## src/rtl/rf_pkg.sv

```systemverilog
// rf_pkg: shared register-file write-port types and constants.
// Revision 1.0
`default_nettype none

package rf_pkg;

   localparam int AW = 5;
   localparam int DW = 32;
   localparam logic [AW-1:0] REG_ZERO = 5'd0;

   typedef struct packed {
      logic [AW-1:0] a3;
      logic [DW-1:0] wd;
   } wb_req_t;

endpackage

`default_nettype wire

```

## src/rtl/rf_wb_fifo.sv

```systemverilog
// rf_wb_fifo: small result FIFO holding long-latency writebacks until the RF port is free.
// Revision 1.0
`default_nettype none

module rf_wb_fifo
   import rf_pkg::*;
#(
   parameter int DEPTH = 2
) (
   input  logic    clk,
   input  logic    rst,
   input  logic    i_push,
   input  wb_req_t i_data,
   input  logic    i_pop,
   output logic    o_full,
   output logic    o_empty,
   output wb_req_t o_head
);

   localparam int PW = $clog2(DEPTH);

   logic [PW-1:0] r_wptr;
   logic [PW-1:0] r_rptr;
   logic [PW:0]   r_count;
   wb_req_t       r_mem [DEPTH];

   assign o_full  = (r_count == (PW+1)'(DEPTH));
   assign o_empty = (r_count == '0);
   assign o_head  = r_mem[r_rptr];

   always_ff @(posedge clk or posedge rst) begin
      if (rst) begin
         r_wptr  <= '0;
         r_rptr  <= '0;
         r_count <= '0;
      end else begin
         if (i_push) r_wptr <= r_wptr + 1'b1;
         if (i_pop)  r_rptr <= r_rptr + 1'b1;
         case ({i_push, i_pop})
            2'b10:   r_count <= r_count + 1'b1;
            2'b01:   r_count <= r_count - 1'b1;
            default: r_count <= r_count;
         endcase
      end
   end

   // Storage needs no reset: the pointers alone define which entries are live.
   always_ff @(posedge clk) begin
      if (i_push) r_mem[r_wptr] <= i_data;
   end

endmodule

`default_nettype wire

```

## src/rtl/rf_wb_arbiter.sv

```systemverilog
// rf_wb_arbiter: shares the RF write port between pipeline writeback and buffered
// long-latency results; tracks pending long-op destinations for decode hazard stalls.
// Revision 1.0
`default_nettype none

module rf_wb_arbiter
   import rf_pkg::*;
#(
   parameter int DEPTH      = 2,
   parameter int STARVE_LIM = 4
) (
   input  logic          clk,
   input  logic          rst,
   input  logic          wb_we,
   input  logic [AW-1:0] wb_a3,
   input  logic [DW-1:0] wb_wd,
   input  logic          lu_valid,
   output logic          lu_ready,
   input  logic [AW-1:0] lu_a3,
   input  logic [DW-1:0] lu_wd,
   input  logic          lu_issue,
   input  logic [AW-1:0] lu_issue_a3,
   input  logic [AW-1:0] rd_a1,
   input  logic [AW-1:0] rd_a2,
   input  logic [AW-1:0] rd_a3,
   output logic          hazard_stall,
   output logic          pipe_hold,
   output logic          rf_we,
   output logic [AW-1:0] rf_a3,
   output logic [DW-1:0] rf_wd
);

   localparam int NREG = 1 << AW;
   localparam int AGW  = $clog2(STARVE_LIM + 1);

   logic            w_full;
   logic            w_empty;
   logic            w_push;
   logic            w_pop;
   logic            w_wb_sel;
   wb_req_t         w_head;
   wb_req_t         w_lu_req;
   logic [NREG-1:0] w_pending_nxt;
   logic [NREG-1:0] r_pending;
   logic [AGW-1:0]  r_age;

   assign w_lu_req = '{a3: lu_a3, wd: lu_wd};
   assign lu_ready = !rst && !w_full;
   assign w_push   = lu_valid && lu_ready;

   // Pipeline writeback owns the port; a write to r0 is treated as no request.
   assign w_wb_sel = wb_we && (wb_a3 != REG_ZERO);
   assign w_pop    = !w_wb_sel && !w_empty;

   assign rf_we = !rst && (w_wb_sel || (w_pop && (w_head.a3 != REG_ZERO)));
   assign rf_a3 = w_wb_sel ? wb_a3 : w_head.a3;
   assign rf_wd = w_wb_sel ? wb_wd : w_head.wd;

   rf_wb_fifo #(
      .DEPTH (DEPTH)
   ) u_fifo (
      .clk     (clk),
      .rst     (rst),
      .i_push  (w_push),
      .i_data  (w_lu_req),
      .i_pop   (w_pop),
      .o_full  (w_full),
      .o_empty (w_empty),
      .o_head  (w_head)
   );

   // Clear applied before set so a same-cycle issue to the retiring register stays pending.
   always_comb begin
      w_pending_nxt = r_pending;
      if (w_pop && (w_head.a3 != REG_ZERO)) w_pending_nxt[w_head.a3] = 1'b0;
      if (lu_issue && (lu_issue_a3 != REG_ZERO)) w_pending_nxt[lu_issue_a3] = 1'b1;
      w_pending_nxt[0] = 1'b0;
   end

   always_ff @(posedge clk or posedge rst) begin
      if (rst) begin
         r_pending <= '0;
         r_age     <= '0;
      end else begin
         r_pending <= w_pending_nxt;
         if (w_empty || w_pop)
            r_age <= '0;
         else if (r_age < AGW'(STARVE_LIM))
            r_age <= r_age + 1'b1;
      end
   end

   assign pipe_hold    = (r_age >= AGW'(STARVE_LIM));
   assign hazard_stall = r_pending[rd_a1] | r_pending[rd_a2] | r_pending[rd_a3];

endmodule

`default_nettype wire

```

## config.mk

```make
export PLATFORM = sky130hd
export DESIGN_NAME = rf_wb_arbiter
export DESIGN_NICKNAME = d
export VERILOG_FILES = /design/src/rtl/rf_pkg.sv /design/src/rtl/rf_wb_fifo.sv /design/src/rtl/rf_wb_arbiter.sv
export SDC_FILE = /design/constraint.sdc
export NUM_CORES = 1
export LEC_CHECK = 0
export CAP_MARGIN = 40
export CELL_PAD_IN_SITES_DETAIL_PLACEMENT = 1
export CELL_PAD_IN_SITES_GLOBAL_PLACEMENT = 2
export CORE_ASPECT_RATIO = 1.5
export CORE_MARGIN = 4
export CORE_UTILIZATION = 32
export CTS_CLUSTER_SIZE = 24
export DETAILED_ROUTE_END_ITERATION = 7
export GPL_TIMING_DRIVEN = 0
export PLACE_DENSITY = 0.82
export SYNTH_ARGS = -nofsm -noshare
export SYNTH_HDL_FRONTEND = slang
export SYNTH_SLANG_ARGS = --single-unit
```

## constraint.sdc

```tcl
create_clock -name clk -period 3 [get_ports clk]
set_input_delay 0.3 -clock clk [delete_from_list [all_inputs] [get_ports clk]]
set_output_delay 0.3 -clock clk [all_outputs]
set_load 0.05 [all_outputs]
```

==> results.md, run 1 <==
- Inserted Clock Buffers: 9
- Post-synthesis cell area: 0.00554 sq mm
- Core area: about 0.017 sq mm
- Post-synthesis adder-cell area fraction: 0.00677
- Final ANT Viol Nets: 0
- Drt total wl: 16.5 mm
- Final setup viols: 0
- Hold_buf cts: 0
- Critical-path cell list: clkdlybuf4s50_1, or4_1, o21ai_1, buf_2, nand2_1, a41o_1, a21oi_1, clkdlybuf4s15_2
- Number of flops mapped to enable cells by yosys: 74
- Worst Hold Class: in -> async
- 1st-pass router iterations: 4
- I/O Buffers: 133
- R2R Setup Slk: 1.02 ns
- Largest fanout on the critical path: 10
- Total Power: 5780 uW
- Clk buf depth: 2
- Share of cells above drive strength 1: 0.154
- Total grt overflow: 0
- Syn-to-layout area delta: 33.6%
- Number of synthesized register bits: 112
- Post-synthesis sequential area ratio: 0.572
- NumNets Final: 700
- WS Path Type: in -> out
- Status: completed
- Initial Utilization: 0.328
- Clk sinks: 112
- Critical path arrival: 2.57 ns
- Root Buffer: clkbuf_16
- Vias in the first global route: between 4000 and 5000
- Max cap viols: 0
- CP max stage cell: or4_1
- Syn avg cell area: between 10 and 15 sq um
- Die area: about 0.02 sq mm
- Pwr dens: 781 mW/mm^2
- Worst skew pair latency: 0.35 ns
- Highest Clock Rate: 348 MHz
- Fin crit period: 2.87 ns
- Via count: 4290
- GRT Util Overall: 0.171
- RSZ-0062 raised after global routing: no
- Number of remaining DRC errors: 0
- Fraction of registers with async set/reset: 0.339
- Most frequent cells in the layout: 94 x clkdlybuf4s50_1, 74 x edfxtp_1, 64 x o21ai_0
- Compound-Gate Fraction of Synth Area: 0.120
- Cells after Synth: 450
- Clk slew on worst S/H paths: 0.07 ns
- Ant diodes: 0
- Detail Placement HPWL: between 10 and 15 mm
- Final Max Slew Viols: 0
- Multi-input logic area: 0.00224 sq mm
- Global-route wire length before repair: 25.9 mm
- Slew at the pin closest to its max-slew limit: approximately 0.69 ns
- XOR/XNOR share of the synthesized area: 0.00948
- Vias per std cell: 5.28
- Site row count: 58
- Synth Net Count: 552
- Starting DRT DRC Count: 175
- WL per Instance: 20.3 um
- Layout Skew: 0.0130 ns
- Placed insts: just under 800
- Die height: 169 um
- Pin count of the biggest net entering global routing: 33
- Yosys warns: 0
- Fin crit share: 0.958
- Final hold vios: 0
- FF+latch area: 0.00317 sq mm
- # IOs: 140
- Filler cells: 1838
- Slew Limit Headroom: 0.525
- Main synth FF type: edfxtp_1
- Commonest non-fill, non-tap cell in the layout: clkdlybuf4s50_1
- Crit path launch type: input port
- CTS tree: built
- Netlist cell types: 48
- Mux cell area share after synthesis: 0.177
- Crit end category: output port
- Largest family of logic cells by synthesized area: multiplexers
- P_leak: approximately 0.0028 uW
- Number of H-tree levels: 3
- Finished Layout Cells: 812
- CP required: between 2 and 3 ns
- Worst vdd ir: 307 uV
- Final Hold Slack: between 0.4 and 0.5 ns
- Max incr delay on CP: 0.50 ns
- Initial antenna violation count: 0
- Die width: 115 um
- GP Congestion: 0.863
- Synth Area in Simple Gates: 0.0903
-- critical path: cells and delay by family --
| kind | cells | cell delay, ns |
|---|---|---|
| AOI/OAI and AO/OA | 3 | 0.58 |
| and+or+nand+nor | 2 | 0.63 |
| buffers and inverters | 3 | 1.06 |
-- metal layers --
metal  wire [um]  share of wire  track usage  up-vias
li1            -              -            -     1995
met1        5940           0.36        0.185     2121
met2        8990           0.55        0.314      154
met3        1250          0.076       0.0582       20
met4         296          0.018       0.0495        0
met5           0              0            0        -
-- what timing repair did --
item                       4_1_cts  5_1_grt
gates resized for setup         72       47
setup buffers                    0        1
setup endpoints to repair       39       26
pin swaps                        0        1
cloned                           0        0
-- final timing paths --
| check | from | endpoint | cells after the start |
|---|---|---|---|
| worst min-delay path | rst | u_fifo.r_wptr | 2 |
| worst max-delay path | wb_a3[1] | rf_we | 8 |
| worst max register to register | u_fifo.r_rptr | r_pending[1] | 7 |
| max in group asynchronous | rst | r_pending[28] | 3 |
| worst min register to register | u_fifo.r_count[1] | u_fifo.r_count[1] | 1 |
| min in group clk | lu_wd[7] | u_fifo.r_mem[1][7] | 1 |
-- final cells by class --
type                    instances  area share
flip-flops and latches        112       0.429
inverters                      10     0.00507
clock inverters                 6     0.00777
repair buffers                137       0.175
clock buffers                   9      0.0304
well taps                     210      0.0355
plain buffers                  22      0.0150
multi-input cells             306       0.303
-- registers in the layout (all words and copies together), names as in the netlist --
register and flops:
u_fifo.r_mem 74, u_fifo.r_count 2, r_age 3, u_fifo.r_wptr 1, u_fifo.r_rptr 1, r_pending 31
-- report_power, final --
part	leakage [uW]	internal [uW]	switching [uW]	total [uW]
logic	0.00155	938	1320	2260
registers	0.00114	2040	323	2370
clock network	0.000140	581	576	1160
total	0.00282	3560	2220	5780
-- cells in the mapped netlist, types with 2 or more instances --
master,number,area share
a21oi_1,39,0.035
a31oi_1,2,0.0023
and3_1,3,0.0034
buf_1,10,0.0068
buf_2,7,0.0063
clkbuf_1,4,0.0027
dfrtp_1,38,0.17
edfxtp_1,74,0.40
ha_1,3,0.0068
inv_1,10,0.0068
mux2_2,3,0.0061
mux2i_1,49,0.088
mux4_1,3,0.014
mux4_2,16,0.065
nand2_1,14,0.0095
nand2b_1,5,0.0056
nand3_1,14,0.013
nand3b_1,2,0.0027
nand4_1,2,0.0023
nor2_1,48,0.033
nor2b_1,4,0.0045
nor3_1,4,0.0036
nor3b_1,3,0.0041
o21ai_0,64,0.058
or4_1,2,0.0027
xnor2_1,4,0.0063
xor2_1,2,0.0032
-- logic make-up (layout without fill, tap and decap cells) --
logic type | count (synthesis) | count (layout)
AOI/OAI and AO/OA | 119 | 119
DFF | 112 | 112
and+or+nand+nor | 106 | 106
muxes | 72 | 72
buffers and inverters | 32 | 184
xor gates and xnor gates | 6 | 6
adders and majority gates | 3 | 3
-- stage by stage --
| stage | utilization | TNS [ns] | setup slack, ns | instance area [sq um] |
|---|---|---|---|---|
| final | 0.438 | 0 | 0.126 | 7400 |
| after global routing | 0.438 | 0 | 0.0109 | 7400 |
| after CTS | 0.442 | 0 | 0.00143 | 7480 |
| after detailed placement | 0.427 | -16.74 | -0.584 | 7210 |
| after global placement | 0.422 | -21.38 | -0.482 | 7140 |
| after floorplan | - | 0 | 0.0336 | 5550 |
(Power assumes the default switching activity.)
==> run 2, diff against run 1 <==
- CORE_UTILIZATION: 32 -> 30
- PLACE_DENSITY: 0.82 -> 0.78
==> run 2 against run 1 <==
Against the previous run:
- clock power is essentially flat
- register-to-register slack hardly changed
- highest routed layer unchanged
- critical path depth did not move
- clock-buffer cell count unchanged
- largest power group unchanged
- core utilization down 2.6 points
- wire length barely moved
==> results.md, run 2 (same netlist as run 1, synthesis figures left out) <==
- Core area: 0.0180 sq mm (+6.6%)
- Site row count: 60 (+3.4%)
- Final setup viols: 0 (unchanged)
- RR Endpoint: r_pending[5]
- Highest Clock Rate: 340 MHz (-2.2%)
- Die area: 0.0208 sq mm (+6.3%)
- Global-route wire length before repair: 26.1 mm (+0.69%)
- Reg with most FFs: u_fifo.r_mem
- Vias in the first global route: 4800 (-2.8%)
- Clk slew on worst S/H paths: 0.07 ns (about the same)
- Pin count of the biggest net entering global routing: 33 (unchanged)
- Number of H-tree levels: 3 (unchanged)
- Pwr dens: 777 mW/mm^2 (-0.56%)
- Final ANT Viol Nets: 0 (unchanged)
- CTS tree: built
- Via count: 4300 (+0.23%)
- Drt total wl: 16.5 mm (about the same)
- Die height: 174 um (+3.1%)
- Placed Area: 0.00724 sq mm (+0.33%)
- R2r worst-path depth: 7 (unchanged)
- Crit path from: rd_a3[0]
- # IOs: 140 (unchanged)
- Crit end category: output port
- NumNets Final: 700 (unchanged)
- Slew Limit Headroom: 0.556 (+0.0315)
- Final instance area: 0.00742 sq mm (+0.25%)
- Crit path launch type: input port
- Fin crit share: 0.980 (+0.0218)
- CP max stage cell: clkdlybuf4s50_1
- Final hold vios: 0 (unchanged)
- Initial antenna violation count: 0 (unchanged)
- Worst Hold Class: in -> async
- Max incr delay on CP: 0.51 ns (about the same)
- Clk buf depth: 2 (unchanged)
- 1st-pass router iterations: 4 (unchanged)
- Final Util: 0.412 (-0.0259)
- GRT Util Overall: 0.160 (-0.0109)
- Ant diodes: 0 (unchanged)
- Syn-to-layout area delta: 33.9%
- Fin crit period: 2.94 ns (+0.0655 ns)
- Critical-path cell list: clkdlybuf4s50_1, buf_6, mux4_2, mux2_4, and3_4, a2111oi_4, nand4_1, buf_6
- Final Max Slew Viols: 0 (unchanged)
- Clk sinks: 112 (unchanged)
- Regs by FF count: u_fifo.r_mem (74), r_pending (31), r_age (3)
- Number of remaining DRC errors: 0 (unchanged)
- Worst skew pair latency: 0.34 ns (about the same)
- Layout Skew: 0.00886 ns (-0.00412 ns)
- WS Path Type: in -> out
- Hold_buf cts: 0 (unchanged)
- Commonest non-fill, non-tap cell in the layout: clkdlybuf4s50_1
- Slew at the pin closest to its max-slew limit: 0.647 ns (-0.0459 ns)
- Vias per std cell: 5.24 (-0.74%)
- Initial Utilization: 0.308 (-0.0202)
- Max reg flops: 74 (unchanged)
- Cts repair resizes: 70 (-2.8%)
- Critical path arrival: 2.64 ns (+0.07 ns)
- Most frequent cells in the layout: 94 x clkdlybuf4s50_1, 74 x edfxtp_1, 64 x o21ai_0
- P_leak: 0.00283 uW (+0.18%)
- GP Congestion: 0.855 (-0.93%)
- Worst flop-to-flop path startpoint: u_fifo.r_rptr
- Most Frequent Cell on Critical Path: buf_6
- Largest fanout on the critical path: 10 (unchanged)
- CP required: 2.70 ns (about the same)
- Share of cells above drive strength 1: 0.148 (-0.00689)
- Starting DRT DRC Count: 160 (-8.6%)
- Worst setup path endpoint: hazard_stall
- RSZ-0062 raised after global routing: no
- Total grt overflow: 0 (unchanged)
- Inserted Clock Buffers: 9 (unchanged)
- Max cap viols: 0 (unchanged)
- I/O Buffers: 133 (unchanged)
- Setup Fix Bufs, Post-CTS: 0 (unchanged)
- R2R Setup Slk: 1.01 ns (about the same)
- Status: completed
- Detail Placement HPWL: 13.2 mm (+2.2%)
- Die width: 119 um (+3.1%)
- WL per Instance: 20.1 um (-0.96%)
- Root Buffer: clkbuf_16
- Worst vdd ir: 326 uV (+6.2%)
## run 2: cell types whose count changed in the layout (fill, tap and decap cells not counted), sizes merged
cell           before  now
dlygate4sd2         7    9
inv                14   16
clkbuf             36   35
clkdlybuf4s15       8    7
clkinv              2    1
## run 2: how the worst min path moves through the flow
stage,from,slack [ns],endpoint
floorplan,lu_wd[0],0.40,u_fifo.r_mem[0][0]
global placement,u_fifo.r_wptr,0.50,u_fifo.r_wptr
detailed placement,u_fifo.r_count[1],0.52,u_fifo.r_count[1]
CTS,rst,0.22,u_fifo.r_wptr
global route,rst,0.24,u_fifo.r_wptr
finish,rst,0.22,u_fifo.r_wptr
## run 2: area by class of cell
type,instances,area (sq um)
Tap cell,217,272
Clock buffer,9,225
Timing Repair Buffer,137,1300
Buffer,22,114
Sequential cell,112,3170
Multi-Input combinational cell,306,2240
Clock inverter,7,58.8
Fill cell,1970,10600
Inverter,10,37.5
## run 2: metal layers
metal  vias up  global-route usage  part of all wire
met3        14              0.0527             0.072
met4         0              0.0391             0.012
met2       151               0.307              0.55
li1       2002                   -                 -
met5         -                   0                 0
met1      2133               0.166              0.36
## run 2: metrics by stage
step	power [uW]	instances	setup slack, ns	hold WS (ns)	TNS [ns]
CTS	5850	820	0.00352	0.218	0
global route	6100	820	0.00255	0.238	0
floorplan	3870	450	0.0336	0.399	0
global placement	4640	800	-0.548	0.499	-22.36
detailed placement	4750	804	-0.585	0.518	-16.47
finish	5760	820	0.0605	0.222	0
## run 2: where the power goes
group          switching, uW  internal, uW  total, uW
logic                   1310           938       2250
clock network            570           582       1150
registers                318          2040       2360
total                   2200          3560       5760
## run 2: worst max-delay path, delay by kind of cell
kind,cells,cell delay [ns]
AO/OA/AOI/OAI,1,0.32
buffers and inverters,3,0.87
multiplexers,2,0.79
AND/OR/NAND/NOR,2,0.35
==> run 3, diff against run 2 <==
- GPL_ROUTABILITY_DRIVEN: not set -> 0
==> run 3 against run 2 <==
Against the previous run:
- clock-buffer cell count rose by 1
- first-iteration DRC count rose by 3.1%
- sequential share of layout area rose by 0.28 points
- highest routed layer unchanged
==> results.md, run 3 (same netlist as run 1, synthesis figures left out) <==
- GRT Util Overall: 0.162 (+0.00141)
- RSZ-0062 raised after global routing: no
- Switching Fraction: 0.385 (+0.00281)
- Commonest non-fill, non-tap cell in the layout: clkdlybuf4s50_1
- Detail Placement HPWL: 13.2 mm (about the same)
- Layout Skew: 0.00718 ns (-0.00168 ns)
- Site row count: 60 (unchanged)
- P_leak: 0.00280 uW (-0.82%)
- CP required: 2.70 ns (about the same)
- Crit path launch type: input port
- Clk buf depth: 2 (unchanged)
- Number of remaining DRC errors: 0 (unchanged)
- Die area: 0.0208 sq mm (unchanged)
- Met2 Wirelength: 9.26 mm (+1.8%)
- Number of H-tree levels: 3 (unchanged)
- Flop pwr share: 0.412 (+0.002)
- Via count: 4298 (-0.047%)
- Max Used Layer: met4
- 1st-pass router iterations: 4 (unchanged)
- Highest Clock Rate: 340 MHz (-0.15%)
- Ant diodes: 0 (unchanged)
- I/O Buffers: 133 (unchanged)
- M1 wire length: 6.07 mm (+0.98%)
- Fin crit period: 2.94 ns (+0.00448 ns)
- Critical path arrival: 2.64 ns (about the same)
- Status: completed
- CTS tree: built
- Final Max Slew Viols: 0 (unchanged)
- Final setup viols: 0 (unchanged)
- WS Path Type: in -> out
- Clk network pwr share: 0.198 (-0.002)
- Worst skew pair latency: 0.35 ns (about the same)
- Pwr dens: 780 mW/mm^2 (+0.48%)
- Switching power: 2210 uW (+0.56%)
- CP max stage cell: clkdlybuf4s50_1
- Share of cells above drive strength 1: 0.145 (-0.00308)
- Final Hold Slack: 0.440 ns (+0.218 ns)
- Max reg flops: 74 (unchanged)
- Die width: 119 um (unchanged)
- Hold_buf cts: 0 (unchanged)
- Setup TNS: 0 ns (unchanged)
- Internal Power: 3540 uW (-0.63%)
- Clk sinks: 112 (unchanged)
- Worst Hold Class: in -> async
- Total Power: 5750 uW (-0.18%)
- Starting DRT DRC Count: 165 (+3.1%)
- Pin count of the biggest net entering global routing: 30 (-9.1%)
- Largest fanout on the critical path: 10 (unchanged)
- Vias in the first global route: 4895 (+2.0%)
- Placed Area: 0.00722 sq mm (-0.21%)
- Final ANT Viol Nets: 0 (unchanged)
- Root Buffer: clkbuf_16
- Total grt overflow: 0 (unchanged)
- Crit end category: output port
- Inserted Clock Buffers: 9 (unchanged)
- NumNets Final: 699 (-0.14%)
- Global-route wire length before repair: 26.4 mm (+1.2%)
- # IOs: 140 (unchanged)
- Initial Utilization: 0.308 (unchanged)
- Max cap viols: 0 (unchanged)
- Clk slew on worst S/H paths: 0.07 ns (about the same)
- Final hold vios: 0 (unchanged)
- Worst vdd ir: 361 uV (+11%)
- Max incr delay on CP: 0.52 ns (about the same)
- Core area: 0.0180 sq mm (unchanged)
- Wire length on met3: 1.27 mm (+7.6%)
- Slew at the pin closest to its max-slew limit: 0.646 ns (-0.00120 ns)
- Fin crit share: 0.981 (+0.00149)
- Vias per std cell: 5.25 (about the same)
- Slew Limit Headroom: 0.557 (+0.000822)
- Initial antenna violation count: 0 (unchanged)
- Regs by FF count: u_fifo.r_mem (74), r_pending (31), r_age (3)
- WL per Instance: 20.5 um (+2.2%)
- Final instance area: 0.00737 sq mm (-0.66%)
- Share of total power in combinational logic: 0.391 (about the same)
- Most frequent cells in the layout: 94 x clkdlybuf4s50_1, 74 x edfxtp_1, 64 x o21ai_0
- Syn-to-layout area delta: 33.0%
- Critical-path cell list: clkdlybuf4s50_1, buf_6, mux4_2, mux2_4, and3_4, a2111oi_4, nand4_1, buf_2
- Reg with most FFs: u_fifo.r_mem
- Die height: 174 um (unchanged)
- Filler cells: 1995 (+1.3%)
- Drt total wl: 16.8 mm (+2.0%)
[run 3: worst max-delay path: cells and delay by family]
family / cells / cell delay [ns]
and+or+nand+nor: 2 / 0.32
AOI/OAI and AO/OA: 1 / 0.32
muxes: 2 / 0.79
buffers and inverters: 3 / 0.91
[run 3: area by class of cell]
type                    count  area (sq um)  share of cell area
flip-flops and latches    112          3170               0.430
well taps                 217           272              0.0368
clock inverters             6          52.6             0.00713
inverters                  10          37.5             0.00509
clock buffers              10           229              0.0311
plain buffers              22           111              0.0151
multi-input cells         306          2240               0.304
repair buffers            136          1260               0.170
[run 3: layer usage]
| metal | vias to the layer above | track usage |
|---|---|---|
| met1 | 2128 | 0.165 |
| met5 | - | 0 |
| met4 | 0 | 0.0425 |
| met3 | 18 | 0.0570 |
| li1 | 1996 | - |
| met2 | 156 | 0.309 |
[run 3: metrics by stage]
stage                     std cells  utilization  setup slack (ns)
after global routing            819        0.409           0.00587
after floorplan                 450            -            0.0336
after detailed placement        803        0.401            -0.533
after CTS                       819        0.415           0.00570
after global placement          800        0.397            -0.568
final                           819        0.409            0.0561
[run 3: power by group through the flow]
| stage | Clock (uW) | Sequential, uW | Combinational, uW |
|---|---|---|---|
| after floorplan | 0 | 2250 | 1610 |
| after global routing | 1240 | 2410 | 2420 |
| after detailed placement | 0 | 2390 | 2370 |
| final | 1140 | 2370 | 2250 |
| after global placement | 0 | 2360 | 2270 |
| after CTS | 1180 | 2360 | 2300 |
[run 3: worst paths after layout]
path                                    from                   to  slack, ns  cells past startpoint
hold reg to reg            u_fifo.r_count[1]    u_fifo.r_count[1]       0.53                      1
hold / removal                           rst        u_fifo.r_wptr       0.44                      2
setup reg to reg               u_fifo.r_rptr        r_pending[21]       0.88                      7
min in group clk                   lu_wd[27]  u_fifo.r_mem[1][27]       0.53                      1
max in group asynchronous                rst         r_pending[9]       2.01                      3
setup / recovery                    rd_a3[0]         hazard_stall       0.06                      8
[run 3: timing repair]
item	CTS	global route
setup endpoints to repair	39	28
setup buffers	0	0
resized for setup	57	52
hold endpoints to repair	0	0
